$ cat src/rtl/mmio_bridge.sv
// mmio_bridge: decodes the CPU data address into DMEM / IMEM / IO regions and
// implements the memory-mapped IO block: per-channel UART TX/RX byte buffers
// with ready/valid handshakes, status registers and a free-running cycle counter.
// IO loads are returned one cycle late to line up with synchronous DMEM reads.
module mmio_bridge #(
   parameter int NUM_CH = 2,
   parameter int CNT_W  = 32
) (
   input  logic                  clk,
   input  logic                  rst_n,
   input  logic [3:0]            StoreMask,
   input  logic                  LoadEn,
   input  logic [31:0]           MemMapAddress,
   input  logic [7:0]            IODataFromCPU,
   output logic [3:0]            StoreMaskDMEM,
   output logic [3:0]            StoreMaskIMEM,
   output logic                  LoadDMEMorIO,
   output logic [31:0]           DataFromIO,
   output logic [8*NUM_CH-1:0]   DataIn,
   output logic [NUM_CH-1:0]     DataInValid,
   input  logic [NUM_CH-1:0]     DataInReady,
   input  logic [8*NUM_CH-1:0]   DataOut,
   input  logic [NUM_CH-1:0]     DataOutValid,
   output logic [NUM_CH-1:0]     DataOutReady
);

   logic [3:0]             region;
   logic [3:0]             ch;
   logic [3:0]             off;
   logic                   is_dmem;
   logic                   is_imem;
   logic                   is_io;
   logic                   io_load;
   logic                   io_store;
   logic                   cnt_hit;
   logic                   cnt_clr;
   logic [NUM_CH-1:0]      tx_full;
   logic [NUM_CH-1:0]      tx_ovr;
   logic [NUM_CH-1:0]      rx_full;
   logic [NUM_CH-1:0]      tx_wr;
   logic [NUM_CH-1:0]      st_rd;
   logic [NUM_CH-1:0]      rx_rd;
   logic [NUM_CH-1:0]      tx_hs;
   logic [NUM_CH-1:0]      rx_cap;
   logic [NUM_CH-1:0][7:0] tx_data;
   logic [NUM_CH-1:0][7:0] rx_data;
   logic [CNT_W-1:0]       cnt;
   logic [31:0]            ch_data;
   logic [31:0]            rd_data;
   logic                   unused_addr;

   assign region      = MemMapAddress[31:28];
   assign ch          = MemMapAddress[7:4];
   assign off         = MemMapAddress[3:0];
   // Middle address bits take no part in decoding.
   assign unused_addr = ^MemMapAddress[27:8];

   assign DataInValid = tx_full;
   assign DataIn      = tx_data;

   // Region decode: DMEM wins over IMEM when both low region bits are set.
   always_comb begin
      is_dmem  = (region[3] == 1'b0) && (region[0] == 1'b1);
      is_imem  = (region[3] == 1'b0) && (region[1] == 1'b1) && (region[0] == 1'b0);
      is_io    = (region == 4'b1000);
      StoreMaskDMEM = is_dmem ? StoreMask : 4'b0000;
      StoreMaskIMEM = is_imem ? StoreMask : 4'b0000;
      io_load  = is_io & LoadEn;
      io_store = is_io & (StoreMask != 4'b0000);
      cnt_hit  = is_io && (ch == 4'hF) && (off == 4'h0);
      cnt_clr  = cnt_hit & io_store;
   end

   // Per-channel access strobes, handshakes and the IO read mux.
   always_comb begin
      tx_wr        = '0;
      st_rd        = '0;
      rx_rd        = '0;
      tx_hs        = '0;
      rx_cap       = '0;
      DataOutReady = '0;
      ch_data      = 32'd0;
      for (int c = 0; c < NUM_CH; c++) begin
         if (is_io && (ch == 4'(c))) begin
            tx_wr[c] = io_store && (off == 4'h8);
            st_rd[c] = io_load && (off == 4'h0);
            rx_rd[c] = io_load && (off == 4'hC);
            case (off)
               4'h0:    ch_data = {29'd0, tx_ovr[c], ~tx_full[c] & DataInReady[c], ~tx_full[c]};
               4'h4:    ch_data = {31'd0, rx_full[c]};
               4'hC:    ch_data = rx_full[c] ? {24'd0, rx_data[c]} : 32'd0;
               default: ch_data = 32'd0;
            endcase
         end else begin
            tx_wr[c] = 1'b0;
            st_rd[c] = 1'b0;
            rx_rd[c] = 1'b0;
         end
         tx_hs[c]        = tx_full[c] & DataInReady[c];
         // A pop in progress blocks capture so the popped byte is never overwritten.
         DataOutReady[c] = ~rx_full[c] & ~rx_rd[c];
         rx_cap[c]       = DataOutValid[c] & DataOutReady[c];
      end
      if (cnt_hit) begin
         rd_data = 32'(cnt);
      end else begin
         rd_data = ch_data;
      end
   end

   // Per-channel TX holding register, overrun flag and RX latch.
   always_ff @(posedge clk or negedge rst_n) begin
      if (!rst_n) begin
         tx_full <= '0;
         tx_ovr  <= '0;
         rx_full <= '0;
         tx_data <= '0;
         rx_data <= '0;
      end else begin
         for (int c = 0; c < NUM_CH; c++) begin
            if (tx_wr[c] && (!tx_full[c] || tx_hs[c])) begin
               tx_full[c] <= 1'b1;
               tx_data[c] <= IODataFromCPU;
            end else if (tx_hs[c]) begin
               tx_full[c] <= 1'b0;
            end
            if (tx_wr[c] && tx_full[c] && !tx_hs[c]) begin
               tx_ovr[c] <= 1'b1;
            end else if (st_rd[c]) begin
               tx_ovr[c] <= 1'b0;
            end
            if (rx_cap[c]) begin
               rx_full[c] <= 1'b1;
               rx_data[c] <= DataOut[8*c +: 8];
            end else if (rx_rd[c]) begin
               rx_full[c] <= 1'b0;
            end
         end
      end
   end

   // Free-running cycle counter; a store to its address clears it.
   always_ff @(posedge clk or negedge rst_n) begin
      if (!rst_n) begin
         cnt <= '0;
      end else if (cnt_clr) begin
         cnt <= '0;
      end else begin
         cnt <= cnt + CNT_W'(1);
      end
   end

   // Registered IO load return, one cycle behind LoadEn.
   always_ff @(posedge clk or negedge rst_n) begin
      if (!rst_n) begin
         LoadDMEMorIO <= 1'b0;
         DataFromIO   <= 32'd0;
      end else begin
         LoadDMEMorIO <= io_load;
         DataFromIO   <= io_load ? rd_data : 32'd0;
      end
   end

endmodule

$ cat config.mk
export PLATFORM = sky130hd
export DESIGN_NAME = mmio_bridge
export DESIGN_NICKNAME = d
export VERILOG_FILES = /design/src/rtl/mmio_bridge.sv
export SDC_FILE = /design/constraint.sdc
export NUM_CORES = 1
export LEC_CHECK = 0
export ABC_AREA = 1
export CAP_MARGIN = 20
export CORE_MARGIN = 4
export CORE_UTILIZATION = 50
export DETAILED_ROUTE_END_ITERATION = 7
export DONT_BUFFER_PORTS = 1
export HOLD_SLACK_MARGIN = 0.1
export PLACE_DENSITY = 0.76
export REMOVE_ABC_BUFFERS = 1
export SYNTH_ARGS = -nofsm -noshare
export SYNTH_HDL_FRONTEND = slang
export SYNTH_SLANG_ARGS = --single-unit
export TNS_END_PERCENT = 30
$ cat constraint.sdc
create_clock -name clk -period 2.29 [get_ports clk]
set_clock_uncertainty 0.2 [all_clocks]
set_input_delay 0.687 -clock clk [delete_from_list [all_inputs] [get_ports clk]]
set_output_delay 0.687 -clock clk [all_outputs]
set_load 0.05 [all_outputs]
Word-level counts from Yosys, hierarchy flattened
Index checks and enable logic that the tools add are counted.
W data, S select, Z words.
Operators by class
  divide/modulo/power cells: 0
  equality and inequality tests: 6
  multiply operators: 0
  reduce and logical (&&, ||, !) cells: 31
  order comparisons: 0
  shift operators: 0
  add/sub/neg operators: 1
  multiplexer cells: 29
  bitwise logic cells: 19
Operators by type and width (number)
  $mux W32: 5
  $pmux W8 S3: 2
  $add A32 B1 Y32 const B: 1
  $mux W1: 18
  $eq A4 B4 Y1 const B: 4
  $logic_and A1 B1 Y1: 16
  $mux W8: 2
  $reduce_bool A2 Y1: 6
  $and A1 B1 Y1: 11
  $logic_not A4 Y1: 2
  $mux W4: 2
  $not A1 Y1: 8
  $eq A4 B1 Y1 const B: 1
  $eq A4 B3 Y1 const B: 1
  $logic_not A1 Y1: 4
  $reduce_bool A4 Y1: 1
  $logic_or A1 B1 Y1: 2
Storage, ports and cells
  output and inout bits: 61
  word-level logic and storage cells: 99
  memory bits (writable): 0
  register bits: 103
  input port bits: 67
  memories: 0
  latch bits: 0
  memory bits (read-only): 0

Logic depth before layout (Yosys ltp)
Gate-level depths: netlist (run 1).
  depth in word-level cells: 8
  depth in mapped cells: 11
  mapped depth without buffers: 11

Least setup slack after synthesis (run 1)
OpenSTA, ideal clock, no wires.
  path type: input-to-output
  start point: input port MemMapAddress[31]
  end point: output port StoreMaskIMEM[0]
  slack: -145 ps
  data arrival time: 1548 ps
  stages on the path: 3
  path buffers: 0
  cell sequence: inv_2 > nand3b_1 > nor2_1
On the way
  longest elaborated chain between the ends: 4
RTL lines
  start: declaration: line 13  | input logic [31:0] MemMapAddress,
  $not A1 Y1: line 64  | is_imem = (region[3] == 1'b0) && (region[1] == 1'b1) && (region[0] == 1'b0);
  $logic_and A1 B1 Y1 (2 in series): line 64
  $mux W4: line 67  | StoreMaskIMEM = is_imem ? StoreMask : 4'b0000;
  end: declaration: line 16  | output logic [3:0] StoreMaskIMEM,
Every way passes these cells.

Worst setup path after layout (run 1)
  start point: input port MemMapAddress[31]
  end point: output port DataOutReady[1]
On the way
  longest elaborated chain between the ends: 6
RTL lines
  $eq A4 B4 Y1 *: line 65  | is_io = (region == 4'b1000);
  $and A1 B1 Y1: line 68  | io_load = is_io & LoadEn;
  $logic_and A1 B1 Y1: line 87  | rx_rd[c] = io_load && (off == 4'hC);
  $mux W1 *: line 84  | if (is_io && (ch == 4'(c))) begin
  $not A1 Y1 *: line 101  | DataOutReady[c] = ~rx_full[c] & ~rx_rd[c];
  $and A1 B1 Y1 *: line 101
  end: declaration: line 24  | output logic [NUM_CH-1:0] DataOutReady
Every way passes the cells marked *; elsewhere a longest branch is shown, timed or not.

==> results.cfg, run 1 <==
[sta]
rsz0062_at_grt = yes
fmax_mhz = 441
final_hold_viol_count = 103
holdWs_ns = -0.192
min_period_ns = 2.27
timing_worst_slew_pin_value_ns = 0.538
relSlewSlack_pct = 64.1
finalCritPeriodShare_pct = 99.0
finalMaxSlewViolations = 0
setup-violations-final = 0

[routing]
final_antenna_net_count = 0
drc = 0
drt_wl_total_um = 11800
drt_iter0_drc = 315
wire_per_inst_um = 15.1
dr_wl_met2_um = 5980
num_vias = 4163
dr.pass1.iters = 5
met1_length_um = 4820
met3WireLength_um = 883
routed.top_layer = met4
vias_per_cell = 5.30

[clocking]
clock_path_buffers = 2
cts_buffers = 9
postCtsSetupBuffers = 0
cts.clk_slew.worst_paths_ns = 0.10
cts_tree = yes
cts_sinks = 103
htreeDepth = 3
clk_latency_ns = 0.36
root_buffer = clkbuf_8

[synth]
seq_area_frac_synth_pct = 48.5
async_reset_ff_share_pct = 100
synth.most_common_cell = nand2_1
ys_seq_elements = 103
synth_top_area_cell = dfrtp_1
synth_area_leaders = dfrtp_1, nand2_1, nand3_1, nor2_1, nor3_2
ys_warn_count = 0
syn_inst = 626
synth_area_um2 = 5320
ys.flop_type = dfrtp_1
synth.lib_cells_used.distinct = 34
synthDominantCellAreaShare_pct = 48.5
synth-edff-count = 0
avgSynthCellArea_um2 = 8.49
synthTopCellsByCount = nand2_1, dfrtp_1, nor2_1

[floorplanning]
die_height_um = 111
die_w_um = 111
die-area_um2 = 12300
core-area_um2 = 10300
rows = 37
start_util_pct = 51.5
io_pins = 128

[critical_path]
cpMostUsedCell = nor2_8
cpMaxStageDelayCell = nor2_4
worst_setup_path_end_kind = primary output
critical_path_class = in -> out
cpPeakStageDelay_ns = 0.13
crit_arrival_ns = 1.38
cp-start-kind = primary input
critical_path_buf_inv_count = 1
path_cells = inv_2 > nor2_4 > nand2_8 > nor2_8 > nand2_4 > nor2_8 > nor2_8
worst-path-max-fanout = 4
critPathTopFamily = simple AND/OR/NAND/NOR gates
cp.required_ns = 1.40

[placement]
hpwl_um = 8880
place_congestion = 0.911
port_buffers = 0
dp_cells = 769

[global_routing]
grt_antenna_before_repair = 0
grt_pass1_vias = 4253
track_usage_pct = 19.5
overflow = 0
grt_max_degree = 104
grt_pass1_wl_um = 20000

[outcome]
violations = negative hold slack
status = finished with violations

[pwr]
powerDensity_nw_per_um2 = 553
p_leak_nw = 2.94
vdd_ir_drop_max_mv = 0.345
total_power_mw = 3.17

[worst_hold_path]
hold_path_class = in -> async

[final_layout]
final_cells = 785
nFillCells = 945
drive_above_1_share_pct = 18.5
area_delta_synth_final_pct = 7.72
antenna_cells = 0
fin_nets = 712

[job]
maxCapViolCount = 0
## routing by layer
layer | GRT usage [%] | vias up
met5 | 0 | -
li1 | - | 2021
met2 | 34.3 | 134
met3 | 5.90 | 15
met4 | 4.14 | 0
met1 | 23.7 | 1993
## final timing paths
path,from,to,slack [ns],cells after the start
max in group asynchronous,rst_n,DataIn[13]$_DFFE_PN0P_,1.97,0
min in group clk,IODataFromCPU[2],DataIn[10]$_DFFE_PN0P_,0.25,2
min,rst_n,cnt[25]$_DFF_PN0_,-0.19,0
max,MemMapAddress[31],DataOutReady[1],0.02,7
min reg2reg,rx_data[1]$_DFFE_PN0P_,rx_data[1]$_DFFE_PN0P_,0.28,2
max reg2reg,cnt[18]$_DFF_PN0_,cnt[27]$_DFF_PN0_,0.49,7
## final cells by class
cell class | instances | area (µm²) | share of cell area (%)
well taps | 136 | 170 | 2.97
flip-flops and latches | 103 | 2580 | 45.0
inverters | 60 | 233 | 4.06
clock buffers | 11 | 131 | 2.29
clock inverters | 5 | 41.3 | 0.721
repair buffers | 23 | 176 | 3.08
multi-input cells | 447 | 2400 | 41.9
## power breakdown
part           switching (mW)  internal (mW)  total (mW)  leakage [nW]
Sequential             0.0624           1.87        1.93          1.32
Clock                   0.638          0.407        1.05        0.0805
Combinational           0.127         0.0662       0.193          1.54
## state kept, by name, indices dropped and copies added, names as in the netlist
name          cells
DataFromIO       32
cnt              32
DataIn           16
rx_data          16
DataInValid       2
rx_full           2
tx_ovr            2
LoadDMEMorIO      1
## layout by cell type (no fill, tap or decap), drive strengths merged, types with 6 or more instances in the layout
cell type,count
xor2,7
buf,23
nand4,6
dfrtp,103
nor3,31
o21ai,22
clkbuf,11
nand3,68
a21oi,18
nor2,103
inv,62
nand2,186
## worst register-to-register path, delay by kind of cell (launching register included)
family / cells / cell delay (ns)
and+or+nand+nor: 7 / 1.05
DFF: 1 / 0.44
## logic make-up after synthesis
kind of cell / synth area share, %
xor gates and xnor gates: 1.15
buffers and inverters: 6.66
adders and majority gates: 0.235
DFF: 48.5
and+or+nand+nor: 39.1
AOI/OAI and AO/OA: 4.35
## stage by stage
step | instance area, µm² | hold slack, ns | worst slack (ns) | TNS [ns] | util [%]
2_1_floorplan | 5190 | 0.191 | -0.173 | -1.30 | -
3_3_place_gp | 5540 | 0.195 | 0.0218 | 0 | 53.6
3_5_place_dp | 5540 | 0.194 | 0.00437 | 0 | 53.6
4_1_cts | 5710 | -0.212 | 0.00599 | 0 | 55.3
5_1_grt | 5730 | -0.226 | -0.0190 | -0.0354 | 55.5
6_report | 5730 | -0.192 | 0.0234 | 0 | 55.5
## repair_timing
action | 4_1_cts | 5_1_grt
endpoints found under the setup margin | 0 | 3
resized for setup | 0 | 4
endpoints found under the hold margin | 103 | 103
(Power assumes the default switching activity.)
==> run 2: changes to the inputs <==
--- a/config.mk
+++ b/config.mk
@@ -12,7 +12,6 @@
 export DETAILED_ROUTE_END_ITERATION = 7
 export DONT_BUFFER_PORTS = 1
 export HOLD_SLACK_MARGIN = 0.1
-export PLACE_DENSITY = 0.76
 export REMOVE_ABC_BUFFERS = 1
 export SYNTH_ARGS = -nofsm -noshare
 export SYNTH_HDL_FRONTEND = slang
==> results.cfg, run 2 (synthesis results as in run 1) <==
[global_routing]
grt_antenna_before_repair = 0
grt_pass1_wl_um = 19700
grt_max_degree = 104
track_usage_pct = 19.4
grt_pass1_vias = 3979
overflow = 0

[routing]
drc = 0
vias_per_cell = 5.11
drt_iter0_drc = 225
drt_wl_total_um = 11600
num_vias = 4013
final_antenna_net_count = 0
wire_per_inst_um = 14.8
dr.pass1.iters = 4

[floorplanning]
io_pins = 128
die_height_um = 111
start_util_pct = 51.5
die_w_um = 111
die-area_um2 = 12300
rows = 37
core-area_um2 = 10300

[sta]
timing_worst_slew_pin_value_ns = 0.542
setup-violations-final = 0
holdWs_ns = -0.203
min_period_ns = 2.27
tns_ns = 0
finalCritPeriodShare_pct = 99.0
final_hold_viol_count = 103
finalMaxSlewViolations = 0
fmax_mhz = 441
rsz0062_at_grt = yes
relSlewSlack_pct = 63.9

[final_layout]
final_util_pct = 55.6
antenna_cells = 0
reg_top3 = DataFromIO (32), cnt (32)
final_common_cell = nand2_1
register_area_um2 = 2580
multi_input_area_um2 = 2400
final_cells = 785
drive_above_1_share_pct = 18.5
nFillCells = 958
final_cell_mix = nand2_1, dfrtp_1, nor2_1
area_delta_synth_final_pct = 7.98
fin_nets = 712

[worst_hold_path]
hold_path_class = in -> async

[critical_path]
r2r_cells = 8
reg2reg_from = cnt[0]$_DFF_PN0_
worst_setup_path_end_kind = primary output
cpMaxStageDelayCell = nor2_4
path_cells = inv_2 > nor2_4 > nand2_8 > nor2_8 > nand2_4 > nor2_8 > nor2_8
critical_path_buf_inv_count = 1
critical_path_class = in -> out
r2r_slack_ns = 0.46
cp.depth = 7
crit_arrival_ns = 1.38
cp.required_ns = 1.40
cpPeakStageDelay_ns = 0.13
r2r_end = cnt[20]$_DFF_PN0_
cpMostUsedCell = nor2_8
cp-start-kind = primary input
worst-path-max-fanout = 4
critPathTopFamily = simple AND/OR/NAND/NOR gates

[outcome]
violations = negative hold slack
status = finished with violations

[placement]
hpwl_um = 8790
place_congestion = 0.895
port_buffers = 0
dp_cells = 768

[pwr]
vdd_ir_drop_max_mv = 0.387
total_power_mw = 3.26
p_leak_nw = 2.95
powerDensity_nw_per_um2 = 569

[clocking]
cts.clk_slew.worst_paths_ns = 0.11
clk_latency_ns = 0.37
htreeDepth = 3
clock_path_buffers = 2
cts_tree = yes
root_buffer = clkbuf_8
cts_buffers = 9
cts_sinks = 103

[job]
maxCapViolCount = 0
-- run 2: timing repair --
item / 4_1_cts / 5_1_grt
resized for setup: 0 / 3
endpoints found under the setup margin: 0 / 2
endpoints found under the hold margin: 103 / 103
setup buffers: 0 / 1
-- run 2: how the worst max path moves through the flow --
stage | to | slack, ns | from
floorplan | DataOutReady[0] | -0.17 | MemMapAddress[1]
global placement | DataOutReady[1] | 0.02 | MemMapAddress[31]
detailed placement | DataOutReady[0] | 0.009 | MemMapAddress[31]
CTS | DataOutReady[0] | 0.01 | MemMapAddress[31]
global route | DataOutReady[0] | -0.01 | MemMapAddress[31]
finish | DataOutReady[0] | 0.02 | MemMapAddress[31]
-- run 2: power by group --
group | total (mW) | internal, mW | switching (mW)
logic | 0.189 | 0.0657 | 0.123
registers | 1.93 | 1.87 | 0.0641
clock network | 1.15 | 0.508 | 0.637
-- run 2: final cells by class --
type                    instances  area share, %
clock inverters                 5           1.02
repair buffers                 23           3.01
clock buffers                  11           2.29
inverters                      60           4.05
multi-input cells             447           41.8
well taps                     136           2.96
flip-flops and latches        103           44.9
-- run 2: metal layers --
metal  up-vias  share of wire, %  track usage, %
met5         -                 0               0
met4         0               1.8            5.03
met2       102                52            33.9
met3        19               6.0            5.19
met1      1878                40            23.9
li1       2014                 -               -
-- run 2: metrics by stage --
step | setup WS (ns) | instance area (µm²)
final | 0.0231 | 5740
after global routing | -0.0108 | 5740
after CTS | 0.0103 | 5720
after detailed placement | 0.00905 | 5530
after global placement | 0.0199 | 5530
after floorplan | -0.173 | 5190
